$ cat src/rtl/conv_pool_stage.sv
// 2x2 stride-2 signed max pooling over a FMAP_ROWS x ARRAY_SIZE map, one input row per beat.
// Optional ReLU on pooled lanes when CONV_POOL_RELU_EN is defined.
module conv_pool_stage #(
    parameter int WIDTH      = 32,
    parameter int ARRAY_SIZE = 6,
    parameter int FMAP_ROWS  = 6,
    localparam int OUT_LANES = ARRAY_SIZE / 2,
    localparam int CNT_W     = (FMAP_ROWS > 2) ? $clog2(FMAP_ROWS) : 1,
    localparam int IDX_W     = (FMAP_ROWS / 2 > 1) ? $clog2(FMAP_ROWS / 2) : 1
) (
    input  logic                          clk,
    input  logic                          rst_n,
    input  logic                          i_clear,
    input  logic                          i_valid,
    input  logic [ARRAY_SIZE*WIDTH-1:0]   i_pixel_bus,
    output logic                          o_valid,
    output logic [OUT_LANES*WIDTH-1:0]    o_pool_bus,
    output logic [IDX_W-1:0]              o_row_idx,
    output logic                          o_frame_done,
    output logic                          o_busy
);

    localparam logic [0:0] S_EVEN = 1'b0;
    localparam logic [0:0] S_ODD  = 1'b1;

    logic [0:0]                    state;
    logic [CNT_W-1:0]              row_cnt;
    logic [ARRAY_SIZE*WIDTH-1:0]   row_buf;
    logic [OUT_LANES*WIDTH-1:0]    pooled;
    logic                          last_row;

    function automatic logic signed [WIDTH-1:0] smax(
        input logic signed [WIDTH-1:0] a,
        input logic signed [WIDTH-1:0] b
    );
        return (a > b) ? a : b;
    endfunction

    always_comb begin
        logic signed [WIDTH-1:0] m;
        pooled = '0;
        m      = '0;
        for (int unsigned j = 0; j < OUT_LANES; j++) begin
            m = smax(smax(row_buf[(2*j)*WIDTH +: WIDTH], row_buf[(2*j+1)*WIDTH +: WIDTH]),
                     smax(i_pixel_bus[(2*j)*WIDTH +: WIDTH], i_pixel_bus[(2*j+1)*WIDTH +: WIDTH]));
`ifdef CONV_POOL_RELU_EN
            if (m[WIDTH-1]) begin
                m = '0;
            end
`endif
            pooled[j*WIDTH +: WIDTH] = m;
        end
    end

    assign last_row = (row_cnt == CNT_W'(FMAP_ROWS - 1));

    always_ff @(posedge clk) begin
        if (!rst_n || i_clear) begin
            state        <= S_EVEN;
            row_cnt      <= '0;
            row_buf      <= '0;
            o_valid      <= 1'b0;
            o_pool_bus   <= '0;
            o_row_idx    <= '0;
            o_frame_done <= 1'b0;
            o_busy       <= 1'b0;
        end else begin
            o_valid      <= 1'b0;
            o_frame_done <= 1'b0;
            o_row_idx    <= '0;
            if (i_valid) begin
                if (state == S_EVEN) begin
                    row_buf <= i_pixel_bus;
                    row_cnt <= row_cnt + CNT_W'(1);
                    o_busy  <= 1'b1;
                    state   <= S_ODD;
                end else begin
                    o_pool_bus <= pooled;
                    o_valid    <= 1'b1;
                    o_row_idx  <= IDX_W'(row_cnt >> 1);
                    state      <= S_EVEN;
                    // Odd beat of the last pair closes the frame; counter wraps so the next beat is row 0.
                    if (last_row) begin
                        row_cnt      <= '0;
                        o_frame_done <= 1'b1;
                        o_busy       <= 1'b0;
                    end else begin
                        row_cnt <= row_cnt + CNT_W'(1);
                        o_busy  <= 1'b1;
                    end
                end
            end
        end
    end

endmodule

$ cat config.mk
export PLATFORM = sky130hd
export DESIGN_NAME = conv_pool_stage
export DESIGN_NICKNAME = d
export VERILOG_FILES = /design/src/rtl/conv_pool_stage.sv
export SDC_FILE = /design/constraint.sdc
export NUM_CORES = 1
export LEC_CHECK = 0
export BUFFER_PORTS_ARGS = -buffer_cell sky130_fd_sc_hd__buf_2
export CELL_PAD_IN_SITES_DETAIL_PLACEMENT = 0
export CELL_PAD_IN_SITES_GLOBAL_PLACEMENT = 1
export CORE_AREA = 2 2 243 245
export CTS_CLUSTER_SIZE = 30
export DETAILED_ROUTE_END_ITERATION = 12
export DIE_AREA = 0 0 245 247
export PLACE_DENSITY_LB_ADDON = 0.1
export SLEW_MARGIN = 20
export SYNTH_ARGS = -nofsm -noshare
export SYNTH_HDL_FRONTEND = slang
export SYNTH_SLANG_ARGS = --single-unit
$ cat constraint.sdc
create_clock -name clk -period 4.8 [get_ports clk]
set_input_delay 0.48 -clock clk [delete_from_list [all_inputs] [get_ports clk]]
set_output_delay 0.48 -clock clk [all_outputs]
set_load 0.05 [all_outputs]
[After elaboration in Yosys (flattened, before gate mapping)]
Cells that the tools add are included.
Word-level totals
  register bits after elaboration: 297
  bits of input ports: 196
Operators by class
  add/subtract/negate cells: 1
  $lt $le $gt $ge: 9
  equal/unequal tests: 1
  mux-type cells: 16
  bitwise gates (word level): 2
  reductions and logical operators: 6
Operators by type and width (count)
  $gt 32x32->1: 9
  $mux 32: 9
  $mux 3: 2
  $mux 1: 5
  $reduce_and 2->1: 2
  $add 3x1->3 const B: 1
  $eq 3x3->1 const B: 1
  $reduce_or 3->1: 1
  $not 1->1: 2
  $reduce_or 2->1: 1
  $logic_not 1->1: 1
  $logic_or 1x1->1: 1

[Depth between registers and ports, before layout]
Gate-level depths: netlist of the first run.
  depth after elaboration: 4
  depth in mapped cells: 24
  gate-level depth less buffers: 19

[Least setup slack after synthesis of the first run]
No wires, ideal clock.
  kind: input to register
  from: input i_pixel_bus[165]
  to: register o_pool_bus[74]
  library setup time: 0.084 ns
  arrival: 4.659 ns
  data required time: 4.716 ns
  slack: 0.057 ns
  cell stages on the path: 22
  path buffers: 4
  path through: inv_1 -> ha_1 -> a21oi_1 -> o21ai_1 -> a221oi_1 -> o221ai_1 -> a211o_1 -> and2_1 -> buf_2 -> clkbuf_1 -> buf_2 -> a21oi_1 -> ha_1 -> a21o_1 -> nand3_1 -> a21oi_1 -> o311a_1 -> nor4b_2 -> mux2i_1 -> clkbuf_1 -> a211oi_1 -> o31ai_2
Between the ends
  word-level cells in the longest chain between the ends: 4
Ends and longest elaborated chain
  from (decl): line 15  | input logic [ARRAY_SIZE*WIDTH-1:0] i_pixel_bus,
  $gt 32x32->1: line 36  | return (a > b) ? a : b;
  $mux 32 (*): line 36
  $gt 32x32->1: line 36
  $mux 32 (*): line 36
  to (signal assigned): line 78  | o_pool_bus <= pooled;
  to (decl): line 17  | output logic [OUT_LANES*WIDTH-1:0] o_pool_bus,
Every way passes the cells marked *; elsewhere a longest branch is shown, timed or not.
A chain may end at the register's enable or synchronous reset.

[Worst setup path after layout of the first run]
  from: register row_buf[41]
  to: register o_pool_bus[20]
Between the ends
  word-level cells in the longest chain between the ends: 4
Ends and longest elaborated chain
  from (decl): line 28  | logic [ARRAY_SIZE*WIDTH-1:0] row_buf;
  from (signal assigned): line 73  | row_buf <= i_pixel_bus;
  $gt 32x32->1: line 36
  $mux 32 (*): line 36
  $gt 32x32->1: line 36
  $mux 32 (*): line 36
Marks and branches as above.

==> out/summary.md, run 1 <==
The slowest stage of the critical path belongs to the cell sky130_fd_sc_hd__dfxtp_2. The sequential cells in the finished layout cover a total of 5980 µm². The setup path with the least slack is of type register to register. The number of sinks on the clock net is 297, and the synthesized flop and latch total is 297. The count of final hold-check violations was 0; the number of synthesized flops with an enable pin was 0.

The most used flip-flop cell after synthesis was sky130_fd_sc_hd__dfxtp_1. The number of cells on the worst reg-to-reg path works out to 27. The run gives 0 as the count of pins over their slew limit. The slew at the pin closest to its max-slew limit is 0.991 ns. The sequential group share of total power was 0.263. For the signal arrival time at the worst endpoint, the log shows 5.36 ns.

For the met1 track demand over resource in global routing, the log shows 0.352. The vias per cell was 5.54; the area of the core region was 58200 µm². The met2 layer usage reported by global route is 0.489. The run gives 205 MHz as the maximum clock frequency.

In this run the vertical extent of the chip is 247 µm. The tools report the worst hold path startpoint as i_pixel_bus[183]. The multi-input combinational cells in the finished layout cover a total of 16200 µm². In the layout the commonest cells are 617 x sky130_fd_sc_hd__buf_4, 573 x sky130_fd_sc_hd__nand2_1, 402 x sky130_fd_sc_hd__a21oi_1.

For the number of ports placed on the die boundary, the log shows 297. The part of the cycle the worst path needs is 1.02, and the global-route wire length before repair is 135 mm. The logs give 0 for the post-route antenna net violation count and 5 for the detailed-router iteration count before antenna repair. Compared with the post-synthesis result, the final layout area differs by 47.7%.

The tools report the element type at the critical path start as a register. The tool flagged a number of max-cap violations equal to 0. The maximum number of buffers from clock root to sink came out at 3. The run gives 0.425 as the fraction of power consumed by combinational cells. The largest single stage delay on the critical path is 0.33 ns. The wire-length estimate of the detail-placed layout is 64.7 mm. Counting stages on the worst path, the most repeated cell is sky130_fd_sc_hd__buf_4. The worst setup path is captured at a register. The worst hold path was traced through 3 stages. The die outline width came out at 245 µm.

At the worst endpoint, the required time is 5.28 ns. Once layout is complete, the cells apart from fillers number 4612. The first routing iteration left 1505 violations. The total number of vias was 25600. The net count of the finished layout is 4296. Cell type group with the largest total delay on the critical path: compound AO/OA/AOI/OAI gates. The clock buffer count from CTS is 40. Setup violations remaining at the end of the flow were counted as 24. The tools report the routing usage on met3 as 0.0336. The tools report the floorplan die area as 60500 µm².

Dividing the detail-routed wire length by the instance count gives 20.0 µm. For hold timing, the worst endpoint is row_buf[183]. The run gives 2 as the H-tree depth.

Sorting the synthesized cells by area gives the leading types as sky130_fd_sc_hd__dfxtp_1 27%, sky130_fd_sc_hd__ha_1 16%, sky130_fd_sc_hd__nand2_1 9.7%. Global routing finished with a remaining overflow of 0. The worst-skew pair later-pin latency was 0.57 ns; the reg2reg setup slack was -0.08 ns. The tightest min-delay check is of the input pin to register type. Counting both buffers and inverters, the worst setup path holds a total of 10.

The placement-stage worst setup slack was -0.733 ns; the top cell type's share of synthesized area was 0.267. The proportion of synthesized flip-flops having asynchronous set or reset was 0. The run gives 2982 as the cell count after synthesis. Summed over all instances, the cell type with the most area after synthesis is sky130_fd_sc_hd__dfxtp_1. The tree is rooted in a sky130_fd_sc_hd__clkbuf_16. In this run the power density over the cells is 299 nW/µm². The logs give -0.0806 ns for the least setup slack across all paths after layout and 5480 for the count of fill cells added during filler insertion. The tools report the cell-internal power as 6.35 mW. The run gives 0.383 as the starting density of the core. TritonCTS built the clock tree.

Buffers placed on the I/O ports in this run total 296. Summing every instance area after synthesis gives 22300 µm². Overall power consumption: 9.86 mW. The endpoint identified for the worst register-to-register timing path is o_pool_bus[20].

For this run, design rule violations remaining after detail routing come to 0. Most common cell after layout, fill and taps aside: sky130_fd_sc_hd__buf_4. The share of cells above drive strength 1 was 0.343. Entering global routing, the biggest net connects 98 pins.

The synthesized netlist net count is 3468, and the largest driver fanout on the critical path is 7. Row generation in the floorplan step produced 89 rows. The warning count from the yosys run is 0. The global routing stage identified its most utilized layer as met2. The congestion estimate from routability-driven global placement came to 0.888. The final reports fail on negative setup slack. The average instance in the mapped netlist occupies 7.47 µm². Once placement finished, the instance area stood at 28900 µm². The run gives 0.281 as the global routing usage summed across all routing layers. The fraction of the yosys area taken by sequential cells came out at 0.267. Clock skew on the completed layout was measured at 0.0139 ns.

The startpoint of the worst-slack reg-to-reg timing path is row_buf[41]. Summing all non-filler instances in the final layout gives an area of 32900 µm². After clock tree synthesis, the clock-pin slew on the worst setup and hold paths is 0.06 ns.

The net switching power figure was 3.50 mW. The worst-case IR drop observed on VDD is 0.255 mV. Summed over all cells, the static leakage comes to 15.5 nW. Final critical delay including setup and external delays: 4.88 ns. The run finished, with violations left.

For the proportion of power drawn by the clock network, the log shows 0.312. The switching part of the total power was 0.356; the sum of routed wire length over all layers was 92.3 mm. The via count of the first global-routing pass was 24800; the headroom to the max-slew limit was 0.338. Setup repair after global routing could not meet its margin everywhere. The logs give 4461 for the placed instance count and 68 for the count of unique library cells instantiated by Yosys. The run gives 3 as the initial antenna violation count.
-- flip-flops by register name, indices dropped and copies added (netlist names) --
register / count
o_busy: 1
o_frame_done: 1
o_pool_bus: 96
o_row_idx: 2
o_valid: 1
row_buf: 192
row_cnt: 3
state: 1
-- cells by family after synthesis --
group	after synthesis	share of synthesized area
XOR/XNOR	2	0.000786
buffers and inverters	498	0.0878
AND/OR/NAND/NOR	841	0.162
adder cells (fa/ha/maj)	290	0.163
AO/OA/AOI/OAI	987	0.289
flip-flops	297	0.267
multiplexers	67	0.0304
-- power by group through the flow --
stage | combinational (mW) | clock [mW] | sequential [mW]
2_1_floorplan | 1.75 | 0 | 2.67
3_3_place_gp | 3.28 | 0 | 2.63
3_5_place_dp | 3.35 | 0 | 2.63
4_1_cts | 3.45 | 3.12 | 2.58
5_1_grt | 4.51 | 3.22 | 2.59
6_report | 4.19 | 3.08 | 2.59
-- how the worst max path moves through the flow --
stage | start | endpoint | depth (start not counted)
after floorplan | i_pixel_bus[165] | o_pool_bus[74] | 22
after global placement | i_pixel_bus[59] | o_pool_bus[20] | 22
after detailed placement | i_pixel_bus[59] | o_pool_bus[20] | 22
after CTS | row_buf[173] | o_pool_bus[74] | 21
after global routing | row_buf[41] | o_pool_bus[20] | 27
final | row_buf[41] | o_pool_bus[20] | 27
-- Yosys cell counts, drive strengths merged (33+ instances only) --
library cell,count
nand2,576
a21oi,426
inv,304
dfxtp,297
ha,290
clkbuf,164
o211ai,77
a21o,75
a211oi,72
o21ai,69
mux2i,65
nor2,64
nand4,57
nor3,45
nand2b,35
o2111ai,33
o221ai,33
o31ai,33
-- per-layer routing --
layer  vias up  wire length [µm]
met3       198              4550
met2       795             44500
met4         0              3460
li1      12300                 -
met5         -                 0
met1     12200             39800
-- timing repair --
action	in CTS	in global routing
cloned	0	13
setup endpoints to repair	96	96
hold buffers	0	0
setup buffers	13	54
gates resized for setup	26	306
pin swaps	8	130
-- through the flow --
stage                      util  setup TNS (ns)  hold slack (ns)
after floorplan               -               0            0.436
after detailed placement  0.496          -32.13            0.446
after global placement    0.496          -23.60            0.444
final                     0.565          -0.540            0.141
after CTS                 0.522         -0.0314            0.124
after global routing      0.565          -11.60            0.150
-- area by class of cell --
cell class / count / area share
clock buffer: 54 / 0.0351
clock inverter: 13 / 0.00426
tap: 773 / 0.0294
sequential: 297 / 0.182
inverter: 304 / 0.0347
antenna: 4 / 0.000304
multi-input combinational: 2188 / 0.492
timing repair buffer: 979 / 0.223
-- worst min-delay path, cell delays in order --
cell and delay [ns]:
sky130_fd_sc_hd__buf_2 0.10, sky130_fd_sc_hd__nand2_1 0.05, sky130_fd_sc_hd__a21oi_1 0.05
No activity file was read; power rests on OpenSTA's default activity.
==> run 2, diff against run 1 <==
CORE_AREA = 2 2 240 242   (was 2 2 243 245)
CTS_BUF_LIST = sky130_fd_sc_hd__clkbuf_8   (was default)
DIE_AREA = 0 0 242 244   (was 0 0 245 247)
SETUP_SLACK_MARGIN = 0.1   (was default)
==> run 2 against run 1 <==
Effect of this change:
- the run still ends with negative setup slack left
- combinational power grew 1%
- first-iteration DRC count grew 10%
- count of clock-buffer cells in the layout grew 22
- final cell count shrank 1.3%
- clock skew grew 0.0090 ns
- non-clock buffer count shrank 87
- die area shrank 2.4%
- worst setup slack gained 0.074 ns
- power shrank 3.7%
- clock power shrank 13%
- sequential share of layout area grew 0.31 points
- critical path type unchanged
==> out/summary.md, run 2 (synthesized netlist as in run 1, its figures left out) <==
The area of the core region was 56200 µm² (-3.6%). The final reports fail on negative setup slack. Setup violation total in the final timing report: 1 (-96%).

The logs give 0.68 ns (+0.11 ns) for the worst-skew pair later-pin latency and 90.4 mm (-2.0%) for the sum of routed wire length over all layers. The number of max-cap violations was 0 (unchanged). The overall die height was 244 µm (-1.2%); the part of the cycle the worst path needs was 1.00 (-0.0153). The weighted congestion reported at the end of routability-driven placement was 0.897 (+1.0%). Cell area power density: 293 nW/µm² (-2.1%). The largest registers in the layout are row_buf (192), o_pool_bus (96), row_cnt (3).

The number of ports placed on the die boundary is 297 (unchanged). The setup skew after layout was 0.0229 ns (+0.00903 ns). The run gives 0.338 (+0.000344) as the headroom to the max-slew limit.

The number of placement rows was 87 (-2.2%). TritonCTS built the clock tree. The run finished, with violations left.

The summed negative setup slack over all endpoints is -0.00710 ns (+0.533 ns), and the share of cells above drive strength 1 is 0.331 (-0.0126). The number of buffer and inverter stages on the critical path works out to 6 (-4). Compared with the post-synthesis result, the final layout area differs by 45.4%. The final critical delay including setup and external delays is 4.81 ns (-0.0735 ns), and the peak per-stage delay on the critical path is 0.55 ns (+0.22 ns). The logs give 15.2 nW (-1.9%) for the static leakage power and 0.283 (+0.00180) for the global routing usage summed across all routing layers.

Register with the highest flop count: row_buf. In the layout the commonest cells are 573 x sky130_fd_sc_hd__nand2_1, 521 x sky130_fd_sc_hd__buf_4, 408 x sky130_fd_sc_hd__a21oi_1. The detailed-router iteration count before antenna repair is 7 (+2). The tools report the pin count of the biggest net entering global routing as 109 (+11%). The multi-input gate area in the final layout was 16300 µm² (+0.94%); the maximum clock frequency was 208 MHz (+1.5%). The tools report the starting density of the core as 0.397 (+0.0141). The remaining global-route overflow is 0 (unchanged).

The overall power consumption is 9.49 mW (-3.7%). The root cell of the clock tree is sky130_fd_sc_hd__clkbuf_8. The run gives 0.577 (+0.0116) as the post-route core utilization. The post-route antenna net violation count was 0 (unchanged); the initial antenna violation count was 1 (-2). The data required time at the worst endpoint came out at 5.33 ns (+0.05 ns). The tools report the number of DRC markers in iteration 0 as 1658 (+10%). The highest-delay cell along the critical path was sky130_fd_sc_hd__or4_4. For the count of pins over their slew limit, the log shows 0 (unchanged).

The placed instance count came out at 4346 (-2.6%). The run gives 0 (unchanged) as the count of final hold-check violations. Least setup slack across all paths after layout: -0.00710 ns (+0.0735 ns). The half-perimeter wire length after detailed placement was 62.1 mm (-4.0%); the maximum number of buffers from clock root to sink was 3 (unchanged). The worst IR drop on VDD is 0.218 mV (-14%), and the clock buffer count from CTS is 60 (+50%). The detail-routed net length per standard cell was 19.9 µm (-0.71%); the total area of sequential cells was 5980 µm² (about the same). For the via count of the first global-routing pass, the log shows 24700 (-0.60%). The die outline width was 242 µm (-1.2%). The run gives 2 (unchanged) as the H-tree depth.

The clock-pin slew reported for the worst setup and hold paths after clock tree synthesis is 0.06 ns (about the same). The tools report the capturing element type of the critical path as a register. The run gives 5222 (-4.7%) as the count of fill cells added during filler insertion. The tools report the element type at the critical path start as a register. Cell type group with the largest total delay on the critical path: simple AND/OR/NAND/NOR gates. The number of nets at the end of the flow came out at 4232 (-1.5%). The number of flip-flops under the largest register name was 192 (unchanged); the floorplan die area was 59000 µm² (-2.4%).

The run gives 25500 (-0.23%) as the total number of vias. The start-to-end type of the worst setup path was register to register. The signal arrival time at the worst endpoint is 5.34 ns (-0.02 ns), and the count of unresolved DRC violations after routing is 0 (unchanged).

The slew at the pin closest to its max-slew limit is 0.993 ns (+0.00159 ns), and the number of sinks on the clock net is 297 (unchanged). The vias per cell is 5.60 (+1.1%), and the global-route wire length before repair is 135 mm (-0.43%). The largest driver fanout on the critical path came out at 8 (+1). The class of the most critical hold timing path is input pin to register.

The library cell used most frequently in the layout, excluding fill and tap cells, is sky130_fd_sc_hd__nand2_1. The number of cells in the finished layout apart from fillers was 4552 (-1.3%). The critical path goes through inv_2, ha_4, nand4_1, or4_4, a21o_1, a31oi_1, mux2_4, buf_6, buf_16, a21oi_1, a21o_1, ha_1, nand4_1, buf_4, nor2_1, o2111ai_2, nor4b_2, buf_4, mux2_4, clkbuf_16, a211oi_2, o31ai_1. Setup repair after global routing could not meet its margin everywhere. The port buffer count came out at 296 (unchanged).
run 2: worst reg2reg max path: stages, from the launching register on:
cell                        delay, ns
sky130_fd_sc_hd__dfxtp_2         0.33
sky130_fd_sc_hd__inv_2           0.05
sky130_fd_sc_hd__ha_4            0.26
sky130_fd_sc_hd__nand4_1         0.18
sky130_fd_sc_hd__or4_4           0.55
sky130_fd_sc_hd__a21o_1          0.18
sky130_fd_sc_hd__a31oi_1         0.16
sky130_fd_sc_hd__mux2_4          0.25
sky130_fd_sc_hd__buf_6           0.13
sky130_fd_sc_hd__buf_16          0.13
sky130_fd_sc_hd__a21oi_1         0.09
sky130_fd_sc_hd__a21o_1          0.18
sky130_fd_sc_hd__ha_1            0.30
sky130_fd_sc_hd__nand4_1         0.13
sky130_fd_sc_hd__buf_4           0.15
sky130_fd_sc_hd__nor2_1          0.21
sky130_fd_sc_hd__o2111ai_2       0.18
sky130_fd_sc_hd__nor4b_2         0.20
sky130_fd_sc_hd__buf_4           0.15
sky130_fd_sc_hd__mux2_4          0.39
sky130_fd_sc_hd__clkbuf_16       0.21
sky130_fd_sc_hd__a211oi_2        0.16
sky130_fd_sc_hd__o31ai_1         0.10
run 2: cell type report:
type / instances / share of cell area
Multi-Input combinational cell: 2191 / 0.504
Timing Repair Buffer: 892 / 0.210
Sequential cell: 297 / 0.185
Inverter: 304 / 0.0352
Clock buffer: 76 / 0.0323
Tap cell: 756 / 0.0292
Clock inverter: 34 / 0.00440
Antenna cell: 2 / 0.000154
run 2: final timing paths:
check	slack (ns)	to	start	depth (start not counted)
worst max-delay path	-0.007	o_pool_bus[91]	row_buf[171]	22
worst min-delay path	0.03	row_buf[168]	i_pixel_bus[168]	3
worst max register to register	-0.007	o_pool_bus[91]	row_buf[171]	22
worst min register to register	0.46	row_buf[191]	row_buf[191]	2
run 2: repair_timing:
action	4_1_cts	5_1_grt
setup buffers	21	52
hold buffers	1	0
pin swaps	24	70
resized for setup	111	250
endpoints found under the hold margin	1	0
setup endpoints to repair	96	96
gates cloned	8	11
run 2: layer usage:
metal	global-route usage	part of all wire	up-vias	routed length, µm
met5	0	0	-	0
met4	0.0942	0.034	0	3070
met3	0.0403	0.057	187	5200
met2	0.487	0.47	864	42900
met1	0.363	0.43	12200	39300
li1	-	-	12200	-
run 2: metrics by stage:
| stage | setup slack, ns | instance area, µm² | hold slack [ns] |
|---|---|---|---|
| CTS | 0.0335 | 30200 | 0.00183 |
| detailed placement | -0.538 | 28100 | 0.447 |
| global placement | -0.629 | 28000 | 0.444 |
| global route | -0.205 | 32400 | 0.0249 |
| finish | -0.00710 | 32400 | 0.0331 |
| floorplan | 0.0644 | 22300 | 0.436 |
run 2: power breakdown:
group	leakage [nW]	switching (mW)	internal, mW	total, mW
logic	12.1	2.24	1.99	4.23
clock network	0.711	1.26	1.41	2.67
registers	2.42	0.0587	2.53	2.59
total	15.2	3.56	5.94	9.49
